`src/rtl/sdram_arbiter.sv`:
```
// Two-port SDRAM command arbiter: CPU/GPU share one controller port.
// GPU has priority, but a CPU that waits out CPU_MAX_WAIT GPU grants wins.
module sdram_arbiter #(
  parameter int ADDR_W       = 24,
  parameter int DATA_W       = 16,
  parameter int CPU_MAX_WAIT = 8
) (
  input  logic              clk,
  input  logic              rst_n,
  input  logic              cpu_req,
  input  logic              cpu_we,
  input  logic [ADDR_W-1:0] cpu_addr,
  input  logic [DATA_W-1:0] cpu_wdata,
  output logic              cpu_ack,
  output logic              cpu_rvalid,
  output logic [DATA_W-1:0] cpu_rdata,
  input  logic              gpu_req,
  input  logic              gpu_we,
  input  logic [ADDR_W-1:0] gpu_addr,
  input  logic [DATA_W-1:0] gpu_wdata,
  output logic              gpu_ack,
  output logic              gpu_rvalid,
  output logic [DATA_W-1:0] gpu_rdata,
  output logic              ctrl_valid,
  output logic              ctrl_we,
  output logic [ADDR_W-1:0] ctrl_addr,
  output logic [DATA_W-1:0] ctrl_wdata,
  input  logic              ctrl_ready,
  input  logic              ctrl_rdata_valid,
  input  logic [DATA_W-1:0] ctrl_rdata
);

  localparam int WW = $clog2(CPU_MAX_WAIT + 1);

  typedef enum logic [1:0] {
    S_IDLE,
    S_CMD,
    S_RD_WAIT
  } state_t;

  state_t          r_state;
  state_t          w_next;
  logic            r_own_vld;
  logic            r_own_gpu;
  logic [WW-1:0]   r_cpu_wait;
  logic            r_we;
  logic [ADDR_W-1:0] r_addr;
  logic [DATA_W-1:0] r_wdata;

  logic w_idle;
  logic w_cpu_prio;
  logic w_grant_cpu;
  logic w_grant_gpu;
  logic w_accept;
  logic w_rdone;

  assign w_idle      = (r_state == S_IDLE);
  assign w_cpu_prio  = (r_cpu_wait >= WW'(CPU_MAX_WAIT));
  assign w_grant_cpu = w_idle & cpu_req & (~gpu_req | w_cpu_prio);
  assign w_grant_gpu = w_idle & gpu_req & ~w_grant_cpu;
  assign w_accept    = (r_state == S_CMD) & ctrl_ready;
  assign w_rdone     = (r_state == S_RD_WAIT) & ctrl_rdata_valid;

  always_ff @(posedge clk or negedge rst_n) begin
    if (!rst_n) r_state <= S_IDLE;
    else        r_state <= w_next;
  end

  always_comb begin
    w_next = r_state;
    unique case (r_state)
      S_IDLE:    if (w_grant_cpu | w_grant_gpu) w_next = S_CMD;
      S_CMD:     if (ctrl_ready) w_next = r_we ? S_IDLE : S_RD_WAIT;
      S_RD_WAIT: if (ctrl_rdata_valid) w_next = S_IDLE;
      default:   w_next = S_IDLE;
    endcase
  end

  always_comb begin
    ctrl_valid = (r_state == S_CMD);
    cpu_ack    = w_accept & r_own_vld & ~r_own_gpu;
    gpu_ack    = w_accept & r_own_vld &  r_own_gpu;
    cpu_rvalid = w_rdone  & r_own_vld & ~r_own_gpu;
    gpu_rvalid = w_rdone  & r_own_vld &  r_own_gpu;
  end

  assign ctrl_we    = r_we;
  assign ctrl_addr  = r_addr;
  assign ctrl_wdata = r_wdata;
  assign cpu_rdata  = ctrl_rdata;
  assign gpu_rdata  = ctrl_rdata;

  // Command fields are captured at grant so they stay frozen through CMD
  always_ff @(posedge clk or negedge rst_n) begin
    if (!rst_n) begin
      r_own_vld <= 1'b0;
      r_own_gpu <= 1'b0;
      r_we      <= 1'b0;
      r_addr    <= '0;
      r_wdata   <= '0;
    end else if (w_grant_cpu) begin
      r_own_vld <= 1'b1;
      r_own_gpu <= 1'b0;
      r_we      <= cpu_we;
      r_addr    <= cpu_addr;
      r_wdata   <= cpu_wdata;
    end else if (w_grant_gpu) begin
      r_own_vld <= 1'b1;
      r_own_gpu <= 1'b1;
      r_we      <= gpu_we;
      r_addr    <= gpu_addr;
      r_wdata   <= gpu_wdata;
    end else if ((w_accept & r_we) | w_rdone) begin
      r_own_vld <= 1'b0;
    end
  end

  always_ff @(posedge clk or negedge rst_n) begin
    if (!rst_n) begin
      r_cpu_wait <= '0;
    end else if (w_grant_cpu) begin
      r_cpu_wait <= '0;
    end else if (w_grant_gpu & cpu_req & ~w_cpu_prio) begin
      r_cpu_wait <= r_cpu_wait + WW'(1);
    end
  end

endmodule

```
`config.mk`:
```
export PLATFORM = sky130hd
export DESIGN_NAME = sdram_arbiter
export DESIGN_NICKNAME = d
export VERILOG_FILES = /design/src/rtl/sdram_arbiter.sv
export SDC_FILE = /design/constraint.sdc
export NUM_CORES = 1
export LEC_CHECK = 0
export CAP_MARGIN = 20
export CORE_ASPECT_RATIO = 2
export CORE_MARGIN = 10
export CORE_UTILIZATION = 35
export CTS_CLUSTER_SIZE = 16
export DETAILED_ROUTE_END_ITERATION = 7
export GPL_TIMING_DRIVEN = 0
export PLACE_DENSITY = 0.81
export SLEW_MARGIN = 40
export SYNTH_ARGS = -nofsm -noshare
export SYNTH_HDL_FRONTEND = slang
export SYNTH_SLANG_ARGS = --single-unit
```
`constraint.sdc`:
```
create_clock -name clk -period 1.7 [get_ports clk]
set_input_delay 0.17 -clock clk [delete_from_list [all_inputs] [get_ports clk]]
set_output_delay 0.17 -clock clk [all_outputs]
set_load 0.01 [all_outputs]
```
==> results.py, run 1 <==
metrics = {
    "run_status": {
        "status": "finished, final reports clean",
    },
    "synth": {
        "ys_warn_count": 0,
        "async_flop_share": 1.00,
        "ys_ff_latch": 49,
        "synth_area_sq_um": 2510,
        "yosys.area_share.adder": 0.00996,
        "seq_area_frac_synth": 0.488,
        "synth_compound_area_frac": 0.184,
        "synth-simple-area-share": 0.158,
        "muxShareOfSynthArea": 0.00448,
        "synth_flop_cell": "dfrtp_1",
        "synth_top_family_by_area": "compound AO/OA/AOI/OAI gates",
        "synth_edf_count": 0,
        "syn_inst": 221,
        "syn-mean-instance-area_sq_um": 11.4,
        "synth_fp_nets": 327,
        "yosys.area_share.xor_xnor": 0.00348,
        "synth_cell_type_count": 27,
    },
    "power_and_ir_drop": {
        "p_leak_nw": 2.06,
        "pwr-share-clk": 0.154,
        "p_sw_mw": 2.05,
        "p_sw_frac": 0.328,
        "peakVddDrop_v": 0.000652,
        "power_density_nw_per_um2": 1410,
        "p_seq_frac": 0.328,
        "p_total_mw": 6.26,
        "combPwrFrac": 0.518,
        "p_int_mw": 4.21,
    },
    "floorplan": {
        "dieArea_sq_um": 11200,
        "rows": 43,
        "core_sq_um": 6990,
        "die_w_microns": 79.9,
        "io-pin-count": 182,
        "die_y_microns": 140,
        "initial_utilization": 0.359,
    },
    "timing": {
        "holdWs_ps": 253,
        "setup_ws_ps": 119,
        "skew_ps": 3.82,
        "tightest_slew_ps": 395,
        "setup_tns_ps": 0,
        "setup_viol": 0,
        "fin_crit_ps": 1580,
        "period_share": 0.930,
        "fmax_mhz": 632,
        "slew_headroom": 0.736,
        "finalMaxSlewViolations": 0,
        "hold_viol": 0,
        "rsz0062_at_grt": "no",
    },
    "worst_setup_path": {
        "cp_max_fo": 10,
        "worstPathCellList": "nand2b_1, clkbuf_1, and3_1, a221o_1",
        "critPathBufInv": 1,
        "max_stage_delay_ps": 400,
        "arrival_ps": 1740,
        "worstSetupStartpointType": "register",
        "path_class": "register to register",
        "cpLargestDelayFamily": "simple AND/OR/NAND/NOR gates",
        "end_kind": "register",
        "cp_slowest_cell": "dfrtp_1",
        "required_ps": 1860,
    },
    "route": {
        "wl_per_cell_microns": 18.9,
        "via_count": 2409,
        "routed_wl_microns": 9160,
        "vias_per_cell": 4.97,
        "drc": 0,
        "ant_nets": 0,
        "drt_iter0_drc": 70,
        "dr.pass1.iters": 5,
    },
    "cts": {
        "clk_latency_ps": 280,
        "path_clk_slew_ps": 60,
        "root_buffer": "clkbuf_16",
        "cts_tree": "done",
        "clock-sinks": 49,
        "htreeDepth": 2,
        "post_cts_buffers": 0,
        "cts_made_buffers": 5,
        "clockBufferDepth": 2,
    },
    "grt": {
        "grt_overflow": 0,
        "track_usage": 0.163,
        "antenna_found_initial": 0,
        "grt_pass1_vias": 2681,
        "grt_start_max_net_pins": 42,
        "grt_pass1_wl_microns": 14400,
    },
    "layout": {
        "diodes": 0,
        "fin_cells": 485,
        "fillers": 550,
        "syn2layout_area_growth_pct": 77.2,
        "drive_above_1_share": 0.154,
        "nNetsFinal": 501,
    },
    "run": {
        "drv_cap": 0,
    },
    "placement": {
        "post-place-ws_ps": -161,
        "place_inst": 477,
        "post-dp-hpwl_microns": 7650,
        "gp_congestion": 0.769,
        "port_buffers": 165,
    },
    "min_path": {
        "worstHoldPathType": "primary input to async pin",
    },
}
-- cells in the final DEF (no fill, tap or decap), drive strengths merged, types with 2 or more instances in the layout --
master         instances
a21oi                  4
a221o                 41
and3                  42
buf                   47
clkbuf                13
clkdlybuf4s50        159
dfrtp                 49
dlygate4sd2            4
ha                     2
inv                    2
nand2                  4
nand2b                 3
nand3                  4
nor2                   4
nor2b                  2
nor3                   2
o21ai                  3
-- per-layer routing --
| metal | global-route usage | vias up | share of wire |
|---|---|---|---|
| met2 | 0.296 | 125 | 0.54 |
| met1 | 0.154 | 1126 | 0.33 |
| li1 | - | 1151 | - |
| met3 | 0.0839 | 7 | 0.12 |
| met5 | 0 | - | 0 |
| met4 | 0.0401 | 0 | 0.012 |
-- worst register-to-register path: cells and delay by family, from the launching register on --
family                 cells  cell delay [ps]
AOI/OAI and AO/OA          1              260
and+or+nand+nor            2              520
DFF                        1              400
buffers and inverters      1              280
-- state kept, by name (all words and copies together) (netlist names) --
signal and count:
r_own_gpu 1, r_cpu_wait 4, ctrl_addr 24, ctrl_we 1, r_state 2, r_own_vld 1, ctrl_wdata 16
-- path summary, 6_finish.rpt --
path	startpoint	to	slack, ps	cells after the start
setup / recovery	r_cpu_wait[3]	ctrl_wdata[5]	120	4
hold / removal	rst_n	ctrl_wdata[6]	250	2
setup reg to reg	r_cpu_wait[3]	ctrl_wdata[5]	120	4
hold reg to reg	ctrl_addr[11]	ctrl_addr[11]	510	1
max in group asynchronous	rst_n	r_state[0]	990	3
min in group clk	ctrl_rdata_valid	r_state[1]	470	2
-- power by group through the flow --
| stage | sequential, mW | clock (mW) | combinational (mW) |
|---|---|---|---|
| floorplan | 2.25 | 0 | 1.37 |
| global placement | 2.05 | 0 | 3.24 |
| detailed placement | 2.07 | 0 | 3.29 |
| CTS | 2.06 | 1.00 | 3.30 |
| global route | 2.12 | 1.04 | 3.52 |
| finish | 2.05 | 0.966 | 3.24 |
-- per-stage QoR --
stage          cell area [sq um]   util
2_1_floorplan               2510      -
3_3_place_gp                4280  0.612
3_5_place_dp                4300  0.614
4_1_cts                     4440  0.635
5_1_grt                     4450  0.637
6_report                    4450  0.637
-- synthesized netlist by cell type, drive strengths merged (2+ instances only) --
library cell | count | share of area
dfrtp | 49 | 0.49
buf | 45 | 0.14
and3 | 42 | 0.10
a221o | 41 | 0.16
clkbuf | 6 | 0.0090
a21oi | 4 | 0.0080
nand2 | 4 | 0.0060
nand3 | 4 | 0.0080
nor2 | 4 | 0.0070
nand2b | 3 | 0.0075
o21ai | 3 | 0.0060
ha | 2 | 0.010
inv | 2 | 0.0030
nor2b | 2 | 0.0050
nor3 | 2 | 0.0040
-- area by class of cell --
cell class              count  area, sq um  area share
plain buffers              51          379      0.0851
clock buffers               7          143      0.0320
inverters                   2         7.51     0.00169
multi-input cells         119          907       0.204
flip-flops and latches     49         1230       0.276
well taps                  90          113      0.0253
repair buffers            167         1680       0.377
-- cells by family after synthesis --
group                    after synthesis
adder cells (fa/ha/maj)                2
buffers and inverters                 53
AND/OR/NAND/NOR                       65
AO/OA/AOI/OAI                         50
flip-flops                            49
multiplexers                           1
XOR/XNOR                               1
-- repair_timing --
action | in CTS | in global routing
hold buffers | 1 | 0
setup endpoints to repair | 4 | 20
endpoints found under the hold margin | 49 | 0
gates resized for setup | 5 | 6
pin swaps | 0 | 0
No activity file was read; power rests on OpenSTA's default activity.
==> run 2: changes to the inputs <==
CAP_MARGIN = default   (was 20)
==> results of run 2 <==
The final DEF is identical to that of run 1; final timing and power are the same.
==> run 3: changes to the inputs <==
PLACE_DENSITY = 0.78   (was 0.81)
==> results.py, run 3 (synthesis results as in run 1) <==
metrics = {
    "run_status": {
        "status": "finished, final reports clean",
    },
    "timing": {
        "hold_viol": 0,
        "tightest_slew_ps": 358,
        "setup_viol": 0,
        "fmax_mhz": 630,
        "finalMaxSlewViolations": 0,
        "setup_tns_ps": 0,
        "rsz0062_at_grt": "no",
        "setup_ws_ps": 113,
        "period_share": 0.934,
        "fin_crit_ps": 1590,
        "holdWs_ps": 237,
        "slew_headroom": 0.762,
        "skew_ps": 2.77,
    },
    "power_and_ir_drop": {
        "p_leak_nw": 2.07,
        "peakVddDrop_v": 0.000727,
        "power_density_nw_per_um2": 1440,
        "p_total_mw": 6.48,
    },
    "grt": {
        "grt_pass1_wl_microns": 14800,
        "grt_overflow": 0,
        "met2_usage": 0.309,
        "met1_usage": 0.151,
        "grt_pass1_vias": 2776,
        "grt_start_max_net_pins": 43,
        "antenna_found_initial": 0,
        "grt.busiest_layer": "met2",
        "track_usage": 0.168,
        "use_met3": 0.0832,
    },
    "worst_setup_path": {
        "cp_max_fo": 10,
        "worstPathCellList": "buf_4, nor3b_4, buf_6, buf_6, mux2_2",
        "worstSetupStartpointType": "register",
        "max_stage_delay_ps": 390,
        "critPathMostFrequentCell": "buf_6",
        "arrival_ps": 1760,
        "cp_slowest_cell": "dfrtp_1",
        "end_kind": "register",
        "required_ps": 1870,
        "path_class": "register to register",
    },
    "floorplan": {
        "die_y_microns": 140,
        "io-pin-count": 182,
        "initial_utilization": 0.359,
        "die_w_microns": 79.9,
        "core_sq_um": 6990,
        "dieArea_sq_um": 11200,
        "rows": 43,
    },
    "route": {
        "ant_nets": 0,
        "drt_iter0_drc": 109,
        "vias_per_cell": 5.02,
        "dr.pass1.iters": 4,
        "wl_per_cell_microns": 19.3,
        "routed_wl_microns": 9400,
        "via_count": 2440,
        "drc": 0,
    },
    "placement": {
        "post-place-ws_ps": -184,
        "gp_congestion": 0.737,
        "port_buffers": 165,
        "post-dp-hpwl_microns": 7780,
    },
    "layout": {
        "syn2layout_area_growth_pct": 78.6,
        "layout_common_cells": "clkdlybuf4s50_1, dfrtp_1, and3_1",
        "drive_above_1_share": 0.157,
        "fillers": 583,
        "final_common_cell": "clkdlybuf4s50_1",
        "nNetsFinal": 501,
        "fin_util": 0.642,
        "largest_reg_flops": 24,
        "diodes": 0,
    },
    "cts": {
        "path_clk_slew_ps": 60,
        "htreeDepth": 2,
        "clockBufferDepth": 2,
        "root_buffer": "clkbuf_16",
        "cts_tree": "done",
        "clk_latency_ps": 290,
        "clock-sinks": 49,
        "cts_made_buffers": 5,
        "post_cts_buffers": 0,
    },
    "min_path": {
        "worstHoldPathType": "primary input to async pin",
    },
    "run": {
        "drv_cap": 0,
    },
}
run 3: cell types whose count changed in the layout (fill, tap and decap cells not counted), sizes merged:
cell / change
bufinv: +1
clkbuf: -1
buf: +1
run 3: worst paths after layout:
kind	slack, ps	start	to	cells after the start
max	110	r_state[1]	r_cpu_wait[3]	5
min	240	rst_n	ctrl_wdata[0]	2
max reg2reg	110	r_state[1]	r_cpu_wait[3]	5
min reg2reg	510	ctrl_addr[9]	ctrl_addr[9]	1
max in group asynchronous	1000	rst_n	r_state[0]	3
min in group clk	470	ctrl_rdata_valid	r_state[1]	2
run 3: area by class of cell:
type	instances	area, sq um	share of cell area
multi-input cells	119	913	0.203
inverters	2	7.51	0.00167
plain buffers	51	379	0.0844
repair buffers	167	1680	0.373
flip-flops and latches	49	1230	0.273
clock buffers	7	143	0.0318
clock inverters	1	30.0	0.00669
well taps	90	113	0.0251
run 3: per-stage QoR:
step / cell area [sq um] / std cells
2_1_floorplan: 2510 / 221
3_3_place_gp: 4280 / 476
3_5_place_dp: 4300 / 477
4_1_cts: 4470 / 486
5_1_grt: 4490 / 486
6_report: 4490 / 486
run 3: where the power goes:
part           internal, mW  switching [mW]  total (mW)  leakage [nW]
sequential             1.72           0.356        2.07         0.604
combinational          1.92            1.34        3.26          1.38
clock                 0.735           0.413        1.15        0.0841
total                  4.37            2.11        6.48          2.07
run 3: metal layers:
layer  wire length, microns  share of wire  vias to the layer above
met5                      0              0                        -
met4                    166          0.018                        0
met3                   1050           0.11                       11
met2                   5110           0.54                      115
met1                   3070           0.33                     1166
li1                       -              -                     1148
run 3: worst max-delay path: cells and delay by family, from the launching register on:
kind | cells | cell delay (ps)
buffers and inverters | 3 | 490
DFF | 1 | 390
muxes | 1 | 320
and+or+nand+nor | 1 | 270
run 3: timing repair:
action | in CTS | in global routing
endpoints found under the setup margin | 4 | 23
hold buffers | 1 | 0
endpoints found under the hold margin | 49 | 0
resized for setup | 5 | 8
